$ cat src/rtl/ram_fifo_ctrl.sv
// FIFO controller wrapping a single-port RAM with registered read.
// Pops take two cycles (address, then capture); pushes take one and yield to pops.
module ram_fifo_ctrl #(
   parameter int unsigned WIDTH = 8,
   parameter int unsigned AW    = 3
) (
   input  logic             clk,
   input  logic             rst,
   input  logic             clear,
   input  logic             push,
   input  logic [WIDTH-1:0] push_data,
   output logic             push_ready,
   input  logic             pop,
   output logic             pop_ready,
   output logic [WIDTH-1:0] pop_data,
   output logic             pop_valid,
   output logic             full,
   output logic             empty,
   output logic [AW:0]      count,
   output logic             err_ovf,
   output logic             err_unf,
   output logic [AW-1:0]    ram_addr,
   output logic [WIDTH-1:0] ram_data_in,
   output logic             ram_we,
   input  logic [WIDTH-1:0] ram_data_out
);

   localparam int unsigned DEPTH = 2**AW;

   localparam logic [0:0] IDLE = 1'b0;
   localparam logic [0:0] RD   = 1'b1;

   logic [0:0]    state;
   logic [0:0]    state_nxt;
   logic [AW-1:0] wr_ptr;
   logic [AW-1:0] rd_ptr;
   logic          push_acc;
   logic          pop_acc;

   assign full  = (count == (AW+1)'(DEPTH));
   assign empty = (count == '0);

   // Handshakes, RAM port steering and next state
   always_comb begin
      state_nxt   = state;
      pop_ready   = 1'b0;
      push_ready  = 1'b0;
      pop_acc     = 1'b0;
      push_acc    = 1'b0;
      ram_we      = 1'b0;
      ram_addr    = rd_ptr;
      ram_data_in = push_data;

      pop_ready  = (state == IDLE) && !empty && !clear;
      pop_acc    = pop && pop_ready;
      push_ready = (state == IDLE) && !full && !clear && !pop_acc;
      push_acc   = push && push_ready;

      if (push_acc) begin
         ram_we   = 1'b1;
         ram_addr = wr_ptr;
      end

      case (state)
         IDLE: if (pop_acc) state_nxt = RD;
         RD:   state_nxt = IDLE;
      endcase

      if (clear) state_nxt = IDLE;
   end

   always_ff @(posedge clk) begin
      if (rst) state <= IDLE;
      else     state <= state_nxt;
   end

   // Pointers, occupancy, capture and sticky error flags
   always_ff @(posedge clk) begin
      if (rst) begin
         wr_ptr    <= '0;
         rd_ptr    <= '0;
         count     <= '0;
         pop_data  <= '0;
         pop_valid <= 1'b0;
         err_ovf   <= 1'b0;
         err_unf   <= 1'b0;
      end else if (clear) begin
         // pop_data deliberately kept; an in-flight read is dropped
         wr_ptr    <= '0;
         rd_ptr    <= '0;
         count     <= '0;
         pop_valid <= 1'b0;
         err_ovf   <= 1'b0;
         err_unf   <= 1'b0;
      end else begin
         pop_valid <= (state == RD);
         if (state == RD) pop_data <= ram_data_out;
         if (push_acc) begin
            wr_ptr <= wr_ptr + AW'(1);
            count  <= count + (AW+1)'(1);
         end
         if (pop_acc) begin
            rd_ptr <= rd_ptr + AW'(1);
            count  <= count - (AW+1)'(1);
         end
         if (push && full && (state == IDLE)) err_ovf <= 1'b1;
         if (pop && empty && (state == IDLE)) err_unf <= 1'b1;
      end
   end

endmodule

$ cat config.mk
export PLATFORM = sky130hd
export DESIGN_NAME = ram_fifo_ctrl
export DESIGN_NICKNAME = d
export VERILOG_FILES = /design/src/rtl/ram_fifo_ctrl.sv
export SDC_FILE = /design/constraint.sdc
export NUM_CORES = 1
export LEC_CHECK = 0
export ABC_AREA = 1
export CAP_MARGIN = 20
export CORE_MARGIN = 4
export CORE_UTILIZATION = 40
export DETAILED_ROUTE_END_ITERATION = 7
export HOLD_SLACK_MARGIN = 0.08
export PLACE_DENSITY = 0.79
export SETUP_SLACK_MARGIN = 0.3
export SLEW_MARGIN = 30
export SYNTH_ARGS = -nofsm -noshare
export SYNTH_HDL_FRONTEND = slang
export SYNTH_SLANG_ARGS = --single-unit
export TNS_END_PERCENT = 100
$ cat constraint.sdc
create_clock -name clk -period 2.1 [get_ports clk]
set_input_delay 0.315 -clock clk [delete_from_list [all_inputs] [get_ports clk]]
set_output_delay 0.315 -clock clk [all_outputs]
set_load 0.005 [all_outputs]
==> impl_metrics.ini <==
[outcome]
status = completed

[timing]
maxSlewViolCount = 0
rsz0062_at_grt = true
maxSlewHeadroom_pct = 80.11
fin_crit_ns = 1.903
fin_worst_skew_ns = 0.001281
hold_violations = 0
worstMarginPinSlew_ns = 0.2972
max_freq_ghz = 0.5254
worst_slack_ns = 0.1966
finalCritPeriodShare_pct = 90.64
setup_violations = 0

[worst_hold_path]
min-delay-start = err_ovf
min_path_cells = 2
min_path_type = reg2reg
min_to = err_ovf

[critical_path]
timing.rr.end = count[3]
crit_chain = inv_4, nor2_4, a21oi_4, nand3_4, or2_4, o21a_1, buf_2
crit_fanout = 5
reg2reg_from = count[0]
critPathMaxStageDelay_ns = 0.39
crit_type = reg2out
cp_slowest_cell = dfxtp_4
rrSetupSlack_ns = 0.28
worst_setup_path_start_kind = flip-flop
required_ns = 1.78
arrival_ns = 1.59
worstRegToRegCells = 15
end_kind = output pin

[die]
initial_core_util_pct = 42.61
rows = 18
dieArea_um2 = 3580
fp.dieH_um = 59.84
core-area_um2 = 2522
die_w_um = 59.84
io_pins = 52

[placed_design]
dpl_cell_area_um2 = 1479
place_ws_ns = -0.2681
place_congestion = 0.7807
post-dp-hpwl_um = 2029
io_buffers = 35

[global_route]
grt_usage_pct = 19.33
grt_pass1_vias = 1200
grt_overflow = 0
use_met3_pct = 4.752
grt-busiest-layer = met2
grt_util_met2_pct = 34.57
grt_antenna_before_repair = 0
grt_max_degree = 14
grt_pass1_wl_um = 5168
met1_usage_pct = 18.68

[synthesis]
ys_ff_latch = 22
synth_area_leaders = dfxtp_1 (41%), nor2_1 (12%), nand2_1 (7.3%)
syn_area_um2 = 1075
syn_area_per_cell_um2 = 7.569
yosysTopAreaCell = dfxtp_1
synth_nets = 168
ys_seq_area_share_pct = 40.98
synthCells = 142
yosysWarnings = 0
ys_types = 22
synth.top_cell.area_share_pct = 40.98

[detailed_routing]
final_antenna_net_count = 0
routed-via-count = 1126
first_pass_iters = 4
wl_um = 3064
initialDrtViolationCount = 30
drt-vias-per-instance = 4.960
drc = 0
wire_per_inst_um = 13.50

[final_layout]
fillers = 229
utilization_pct = 68.06
syn_to_final_growth_pct = 59.72
final_nets = 224
drive_above_1_share_pct = 28.43
n_antenna_cell = 0
multiInputGateArea_um2 = 565.5
seqCellArea_um2 = 451.7
design_area_um2 = 1717

[job]
cap_violations = 0

[cts]
tritoncts = done
clock-sinks = 22
ctsLongestPathBuffers = 2
cts_buffers = 3
htree_levels = 1
clkLatencyLatePin_ns = 0.31
clockRootBuffer = clkbuf_4
clk_pin_slew_ns = 0.12

[pwr]
p_leak_uw = 0.0007599
fin_total_pwr_uw = 950.7
power_density_nw_per_um2 = 553.8
peakVddDrop_mv = 0.6074
worst max-delay path: cells and delay by family, from the launching register on:
family / cells / cell delay [ns]
flops: 1 / 0.39
compound gates: 2 / 0.28
buf+inv: 2 / 0.19
simple gates: 3 / 0.41
final cells by class:
| cell class | count | share of cell area [%] |
|---|---|---|
| Clock buffer | 3 | 1.312 |
| Clock inverter | 1 | 1.749 |
| Inverter | 17 | 4.155 |
| Multi-Input combinational cell | 94 | 32.94 |
| Sequential cell | 22 | 26.31 |
| Tap cell | 30 | 2.187 |
| Timing Repair Buffer | 60 | 31.34 |
power by group:
group / total, µW / switching (µW) / internal (µW)
logic: 190 / 84.2 / 106
registers: 434 / 8.56 / 425
clock network: 327 / 134 / 193
per-layer routing:
layer  wire length, µm  vias to the layer above
met5                 0                        -
met4               133                        0
met3               226                       14
met2              1571                       44
met1              1131                      516
li1                  -                      552
how the worst max path moves through the flow:
| stage | startpoint | end | slack (ns) | cells past startpoint |
|---|---|---|---|---|
| floorplan | count[0] | count[3] | 0.34 | 14 |
| global placement | clear | ram_addr[0] | -0.21 | 8 |
| detailed placement | clear | ram_addr[1] | -0.27 | 9 |
| CTS | state | ram_addr[1] | 0.11 | 9 |
| global route | state | ram_addr[0] | 0.11 | 7 |
| finish | count[3] | ram_addr[0] | 0.20 | 7 |
synthesized netlist by cell type:
library cell	number
nand2_1	21
a21oi_2	2
buf_4	8
nand3_4	1
inv_1	15
nor2_2	1
o21ai_0	12
clkbuf_8	1
nand3_1	4
a31oi_1	1
o21a_1	1
a21oi_1	7
nand3_2	1
ha_1	4
dfxtp_1	22
xor2_1	2
inv_2	2
nor2_4	1
nor2_1	33
fa_1	1
nor4_1	1
or2_4	1
registers in the layout (all words and copies together) (netlist names):
name / cells
wr_ptr: 3
err_unf: 1
state: 1
err_ovf: 1
pop_valid: 1
count: 4
pop_data: 8
rd_ptr: 3
per-stage QoR:
stage	hold slack, ns	setup TNS, ns	instances
CTS	0.4815	0	224
global route	0.4960	0	227
floorplan	0.3874	0	142
finish	0.4860	0	227
global placement	0.4426	-1.045	210
detailed placement	0.4535	-1.409	210
logic make-up (layout without fill, tap and decap cells):
logic type                 after synthesis  after routing  share of synthesized area, %
buffers and inverters                   26             81                         12.81
AOI/OAI and AO/OA                       23             23                         11.76
xor gates and xnor gates                 2              2                         1.630
adders and majority gates                5              5                         6.519
DFF                                     22             22                         40.98
and+or+nand+nor                         64             64                         26.31
cells in the final DEF, fill, tap and decap left out, drive strengths merged:
| cell | count |
|---|---|
| o21ai | 12 |
| bufinv | 1 |
| dfxtp | 22 |
| clkdlybuf4s15 | 1 |
| clkdlybuf4s50 | 26 |
| buf | 28 |
| o21a | 1 |
| nand3 | 6 |
| inv | 17 |
| or2 | 1 |
| a31oi | 1 |
| dlygate4sd2 | 4 |
| xor2 | 2 |
| a21oi | 9 |
| ha | 4 |
| clkbuf | 4 |
| fa | 1 |
| nor2 | 35 |
| nand2 | 21 |
| nor4 | 1 |
what timing repair did:
item,in CTS,in global routing
setup endpoints to repair,10,7
pin swaps,8,3
gates resized for setup,41,11
setup buffers,10,3
hold buffers,0,0
Power figures use the tool's default switching activity.
